**src/rtl/counter_pkg.sv**
```systemverilog
// Shared constants for the programmable index counter.
package counter_pkg;

    localparam int unsigned COUNTER_BITS = 8;

endpackage : counter_pkg

```
**src/rtl/counter.sv**
```systemverilog
// Programmable up-counter: steps by count_by_i from start_val_i toward end_val_i, then wraps.
// Optional simulation checks are compiled in when COUNTER_ASSERT_EN is defined.
module counter
    import counter_pkg::*;
#(
    parameter int unsigned Bits = COUNTER_BITS
) (
    input  logic            clk_i,
    input  logic            rst_ni,
    input  logic            en_i,
    input  logic [Bits-1:0] start_val_i,
    input  logic [Bits-1:0] end_val_i,
    input  logic [Bits-1:0] count_by_i,
    input  logic            assert_on_i,
    output logic [Bits-1:0] count_o
);

    logic [Bits-1:0] r_count;
    logic            r_started;
    logic [Bits-1:0] w_cur;
    logic [Bits-1:0] w_next;

    // Until the first enabled edge the output tracks start_val_i live.
    always_comb begin
        w_cur  = r_started ? r_count : start_val_i;
        w_next = w_cur + count_by_i;
        if (w_cur >= end_val_i) begin
            w_next = start_val_i + count_by_i;
        end
    end

    always_ff @(posedge clk_i or negedge rst_ni) begin
        if (!rst_ni) begin
            r_count   <= '0;
            r_started <= 1'b0;
        end else if (en_i) begin
            r_count   <= w_next;
            r_started <= 1'b1;
        end
    end

    assign count_o = w_cur;

`ifdef COUNTER_ASSERT_EN
    a_start_le_end : assert property (@(posedge clk_i) disable iff (!rst_ni || !assert_on_i)
        start_val_i <= end_val_i)
        else $error("counter: start_val_i %0h above end_val_i %0h", start_val_i, end_val_i);

    a_step_nonzero : assert property (@(posedge clk_i) disable iff (!rst_ni || !assert_on_i)
        count_by_i != '0)
        else $error("counter: count_by_i is zero");

    a_en_known : assert property (@(posedge clk_i) disable iff (!rst_ni || !assert_on_i)
        !$isunknown(en_i))
        else $error("counter: en_i is unknown");
`else
    logic w_unused_assert_on;
    assign w_unused_assert_on = assert_on_i;
`endif

endmodule : counter

```
**config.mk**
```make
export PLATFORM = sky130hd
export DESIGN_NAME = counter
export DESIGN_NICKNAME = d
export VERILOG_FILES = /design/src/rtl/counter_pkg.sv /design/src/rtl/counter.sv
export SDC_FILE = /design/constraint.sdc
export NUM_CORES = 1
export LEC_CHECK = 0
export CAP_MARGIN = 15
export CORE_MARGIN = 2
export CORE_UTILIZATION = 55
export DETAILED_ROUTE_END_ITERATION = 16
export DONT_BUFFER_PORTS = 1
export PLACE_DENSITY_LB_ADDON = 0.12
export SYNTH_ARGS = -nofsm -noshare
export SYNTH_HDL_FRONTEND = slang
export SYNTH_SLANG_ARGS = --single-unit
```
**constraint.sdc**
```tcl
create_clock -name clk_i -period 4.8 [get_ports clk_i]
set_input_delay 0.72 -clock clk_i [delete_from_list [all_inputs] [get_ports clk_i]]
set_output_delay 0.72 -clock clk_i [all_outputs]
set_load 0.01 [all_outputs]
```
==> impl_metrics.py, run 1 <==
metrics = {
    "worst_hold_path": {
        "holdCritPathClass": "in2async",
    },
    "outcome": {
        "status": "finished clean",
    },
    "setup_path": {
        "worstPathRequired_ns": 4.98,
        "crit_path_max_fanout": 12,
        "worstSetupPathType": "reg2reg",
        "critPathLaunchType": "flip-flop",
        "cp-startpoint": "r_started",
        "cp-end-kind": "flip-flop",
        "rr_startpoint": "r_started",
        "crit_arrival_ns": 4.38,
    },
    "sta": {
        "slew_violations": 0,
        "fin_crit_sh": 0.8755,
        "min_period_ns": 4.202,
        "setup_viol": 0,
        "clock-skew-final_ns": 0.002718,
        "rsz0062_at_grt": "no",
        "worst_slack_ns": 0.5976,
        "slew_headroom": 0.7007,
        "tightestPinTransition_ns": 0.4489,
        "tns_ns": 0,
        "clock.fmax_mhz": 238.0,
        "hold_viol": 0,
    },
    "global_route": {
        "grt.total_usage": 0.2103,
        "met1_usage": 0.2548,
        "busiest_layer": "met2",
        "grt_use_met3": 0.05000,
        "grt_max_degree": 14,
        "overflow": 0,
        "use_met2": 0.3288,
        "grt_pass1_wl_um": 3139,
        "grt_antenna_before_repair": 0,
        "grt_pass1_vias": 731,
    },
    "cts": {
        "cts_buffers": 3,
        "root_buffer": "clkbuf_4",
        "clk_latency_ns": 0.26,
        "clk_path_buf_depth": 2,
        "clock_sinks": 9,
        "path_clk_slew_ns": 0.06,
        "hold_buffers": 0,
        "post_cts_buffers": 0,
        "htree_levels": 1,
        "cts_tree": "built",
        "cts_resized": 0,
    },
    "logic_synthesis": {
        "yosys.cell_types.count": 29,
        "avgSynthCellArea_um2": 9.709,
        "yosysMostFrequentCell": "mux2_2",
        "synth_area_leaders": "dfrtp_1 22%, mux2_2 21%, ha_1 19%",
        "async_flop_share": 1.000,
        "synth_edf_count": 0,
        "synth_top_area_share": 0.2230,
        "synth_cells": 104,
        "yosys.area.top_type": "dfrtp_1",
        "synth_common_cells": "19 x mux2_2, 15 x ha_1, 10 x inv_1, 9 x dfrtp_1",
        "yosysSeqAreaShare": 0.2230,
        "ys_ff_latch": 9,
        "yosysWarnings": 0,
        "syn-num-nets": 148,
        "netlist_area_mm2": 0.001010,
        "ys.flop_type": "dfrtp_1",
    },
    "cells_and_area": {
        "layout-drive-gt1-share": 0.2453,
        "area_growth_pct": 4.213,
        "final_cells": 131,
        "fin_nets": 151,
        "final_core_util": 0.6094,
        "diodes": 0,
    },
    "floorplanning": {
        "die_h_um": 46.85,
        "dieArea_mm2": 0.002194,
        "ios": 36,
        "fp-row-count": 15,
        "start_util": 0.5848,
        "core_mm2": 0.001727,
        "die_w_um": 46.85,
    },
    "routing": {
        "drtIter0Drc": 2,
        "ant_nets": 0,
        "num_vias": 764,
        "remaining_drc_errors": 0,
        "wl_per_cell_um": 14.84,
        "wl_um": 1944,
        "drtPass1Iterations": 4,
        "via_per_inst": 5.832,
    },
    "place": {
        "numPortBuffers": 0,
        "dpl.cell_count": 127,
        "routabilityCongestion": 0.7705,
        "dpl.hpwl_um": 1634,
        "place_ws_ns": 0.5872,
    },
    "run": {
        "max-cap-violations": 0,
    },
    "power": {
        "irDropWorstVdd_mv": 0.3565,
        "total_power_uw": 738.0,
        "leakage_uw": 0.0004890,
        "p_per_area_mw_per_mm2": 701.3,
    },
}
[where the power goes]
group	leakage, µW	switching (µW)	total [µW]	internal, µW
Sequential	0.000102	18.5	132	113
Combinational	0.000372	270	547	277
Clock	0.0000150	27.2	59.3	32.1
Total	0.000489	316	738	422
[flip-flops by register name, summed over array words and instances (netlist names)]
register   cells
r_started      1
r_count        8
[cell families after synthesis]
group,count (synthesis),synth area share
AOI/OAI and AO/OA,22,0.1425
muxes,20,0.2218
and+or+nand+nor,18,0.09540
adders and majority gates,16,0.2057
buffers and inverters,13,0.05948
DFF,9,0.2231
xor gates and xnor gates,6,0.05204
[cell usage in the layout, fill, tap and decap left out]
master,n
inv_1,10
mux2i_1,1
nand2b_4,1
o21ai_0,5
o21bai_1,1
nand2b_1,2
nor3_1,1
buf_4,1
a21o_1,2
mux2_2,19
or4_1,1
ha_1,15
o22ai_1,2
nor2_1,6
o21a_1,1
a211oi_1,2
nand2_1,4
or2_2,1
fa_1,1
clkbuf_1,1
dfrtp_1,9
a31oi_2,1
nand4b_1,1
o211ai_1,1
xnor2_1,6
nand3_1,1
a2111o_1,1
clkbuf_4,3
a21oi_1,6
[final cells by class]
cell class / count / area, µm²
clock buffers: 4 / 26.28
fillers: 158 / 674.4
inverters: 10 / 37.54
multi-input cells: 82 / 724.4
flip-flops and latches: 9 / 225.2
well taps: 25 / 31.28
repair buffers: 1 / 7.507
[per-layer routing]
metal | vias up | wire [µm]
met3 | 4 | 87
li1 | 384 | -
met5 | - | 0
met2 | 25 | 942
met1 | 351 | 866
met4 | 0 | 47
[stage by stage]
step / hold slack, ns / area [µm²]
after floorplan: 0.4244 / 1010
after global placement: 0.4246 / 1026
after detailed placement: 0.4247 / 1026
after CTS: 0.1433 / 1052
after global routing: 0.1245 / 1052
final: 0.1450 / 1052
[critical path: stages, from the launching register on]
cell	delay [ns]
dfrtp_1	0.62
mux2i_1	0.33
ha_1	0.28
nand2b_4	0.14
a2111o_1	0.41
a31oi_2	0.17
buf_4	0.20
mux2_2	0.35
ha_1	0.22
or4_1	0.54
o22ai_1	0.17
xnor2_1	0.22
mux2_2	0.38
o211ai_1	0.09
[final timing paths]
check                                  end  slack, ns  cells after the start
worst max register to register  r_count[7]       0.60                     13
worst min-delay path            r_count[2]       0.15                      0
max in group asynchronous       r_count[7]       4.58                      0
worst max-delay path            r_count[7]       0.60                     13
min in group clk_i              r_count[1]       0.51                      1
worst min register to register  r_count[1]       0.51                      1
Note: power is estimated with default switching activity, not from simulation.
==> run 2: changes to the inputs <==
--- a/config.mk
+++ b/config.mk
@@ -10,7 +10,7 @@
 export CORE_UTILIZATION = 55
 export DETAILED_ROUTE_END_ITERATION = 16
 export DONT_BUFFER_PORTS = 1
-export PLACE_DENSITY_LB_ADDON = 0.12
+export PLACE_DENSITY_LB_ADDON = 0.08
 export SYNTH_ARGS = -nofsm -noshare
 export SYNTH_HDL_FRONTEND = slang
 export SYNTH_SLANG_ARGS = --single-unit
==> run 2 against run 1 <==
  * Cell area decreased by 0.71%
  * Utilization decreased by 0.43 points
  * Die area unchanged
  * Largest power group unchanged
==> impl_metrics.py, run 2 (same netlist as run 1, synthesis figures left out) <==
metrics = {
    "global_route": {
        "grt_pass1_wl_um": 2918,
        "grt_antenna_before_repair": 0,
        "grt_max_degree": 14,
        "grt_pass1_vias": 700,
        "grt.total_usage": 0.1968,
        "overflow": 0,
    },
    "cells_and_area": {
        "layout_common_cells": "19 x mux2_2, 15 x ha_1, 10 x inv_1",
        "register_area_um2": 225.2,
        "multiInputGateArea_um2": 724.4,
        "layout-drive-gt1-share": 0.2381,
        "diodes": 0,
        "top_regs": "r_count (8), r_started (1)",
        "largest-register": "r_count",
        "fin_nets": 150,
        "area_growth_pct": 3.469,
        "layout_commonest_cell": "mux2_2",
        "largest_register_ffs": 8,
        "fillers": 173,
    },
    "power": {
        "total_power_uw": 730.4,
        "leakage_uw": 0.0004844,
        "irDropWorstVdd_mv": 0.3373,
        "p_per_area_mw_per_mm2": 699.1,
    },
    "routing": {
        "wl_per_cell_um": 14.58,
        "drtIter0Drc": 8,
        "remaining_drc_errors": 0,
        "ant_nets": 0,
        "drtPass1Iterations": 2,
        "num_vias": 735,
        "wl_um": 1896,
        "via_per_inst": 5.654,
    },
    "setup_path": {
        "critPathTopFamily": "compound AO/OA/AOI/OAI gates",
        "crit_buf_inv": 0,
        "crit_slowest_cell": "dfrtp_1",
        "path_cells": "mux2i_1 > ha_1 > nand2b_4 > a2111o_1 > a31oi_2 > mux2_2 > ha_1 > or4_1 > o22ai_1 > xnor2_1 > mux2_2 > o211ai_1",
        "endpoint": "r_count[7]",
        "worstPathRequired_ns": 4.98,
        "reg2reg_slack_ns": 0.38,
        "cp-startpoint": "r_started",
        "rr_startpoint": "r_started",
        "critPathLaunchType": "flip-flop",
        "cp-end-kind": "flip-flop",
        "r2r_cells": 12,
        "crit_path_max_fanout": 12,
        "worstSetupPathDepth": 12,
        "worstSetupPathType": "reg2reg",
        "cpPeakStageDelay_ns": 0.62,
        "r2r-end": "r_count[7]",
        "crit_arrival_ns": 4.60,
    },
    "cts": {
        "root_buffer": "clkbuf_4",
        "cts_buffers": 3,
        "cts_tree": "built",
        "clock_sinks": 9,
        "path_clk_slew_ns": 0.06,
        "cts_resized": 0,
        "clk_path_buf_depth": 2,
        "hold_buffers": 0,
        "htree_levels": 1,
        "post_cts_buffers": 0,
        "clk_latency_ns": 0.27,
    },
    "sta": {
        "setup_viol": 0,
        "slew_headroom": 0.5895,
        "tns_ns": 0,
        "slew_violations": 0,
        "rsz0062_at_grt": "no",
        "fin_crit_sh": 0.9214,
        "hold_viol": 0,
        "min_period_ns": 4.423,
        "tightestPinTransition_ns": 0.6138,
        "clock-skew-final_ns": 0.001063,
        "clock.fmax_mhz": 226.1,
    },
    "floorplanning": {
        "die_w_um": 46.85,
        "start_util": 0.5848,
        "fp-row-count": 15,
        "ios": 36,
        "dieArea_mm2": 0.002194,
        "core_mm2": 0.001727,
        "die_h_um": 46.85,
    },
    "place": {
        "dpl.hpwl_um": 1617,
        "routabilityCongestion": 0.7214,
        "numPortBuffers": 0,
    },
    "outcome": {
        "status": "finished clean",
    },
    "worst_hold_path": {
        "holdCritPathClass": "in2async",
    },
    "run": {
        "max-cap-violations": 0,
    },
}
==> run 2: through the flow <==
stage / cell area (µm²) / util / cells / setup slack (ns) / hold WS (ns)
detailed placement: 1018 / 0.5899 / 126 / 0.3539 / 0.4247
CTS: 1045 / 0.6051 / 130 / 0.3434 / 0.1385
floorplan: 1010 / - / 104 / 0.8442 / 0.4244
global route: 1045 / 0.6051 / 130 / 0.1206 / 0.1250
global placement: 1018 / 0.5899 / 126 / 0.4294 / 0.4246
finish: 1045 / 0.6051 / 130 / 0.3772 / 0.1428
==> run 2: layer usage <==
metal / wire length (µm) / GRT usage
met1: 854 / 0.2310
met2: 909 / 0.3315
met3: 83 / 0.02692
met4: 48 / 0.1333
met5: 0 / 0
==> run 2: area by class of cell <==
cell class,instances,area share
Multi-Input combinational cell,82,0.6934
Tap cell,25,0.02994
Sequential cell,9,0.2156
Inverter,10,0.03593
Clock buffer,4,0.02515
==> run 2: how the worst min path moves through the flow <==
stage | end | slack, ns | cells after the start
2_1_floorplan | r_count[0] | 0.42 | 0
3_3_place_gp | r_count[2] | 0.42 | 0
3_5_place_dp | r_count[0] | 0.42 | 0
4_1_cts | r_count[1] | 0.14 | 0
5_1_grt | r_count[0] | 0.12 | 0
6_report | r_count[1] | 0.14 | 0
==> run 2: report_power, final <==
part	leakage (µW)	total, µW	internal, µW	switching (µW)
Sequential	0.000102	132	113	18.7
Clock	0.0000150	60.0	32.1	27.9
Combinational	0.000367	538	271	268
==> run 3: changes to the inputs <==
--- a/config.mk
+++ b/config.mk
@@ -8,6 +8,7 @@
 export CAP_MARGIN = 15
 export CORE_MARGIN = 2
 export CORE_UTILIZATION = 55
+export CTS_CLUSTER_SIZE = 20
 export DETAILED_ROUTE_END_ITERATION = 16
 export DONT_BUFFER_PORTS = 1
 export PLACE_DENSITY_LB_ADDON = 0.08
==> results of run 3 <==
Final layout, timing and power as in run 2 (identical DEF).
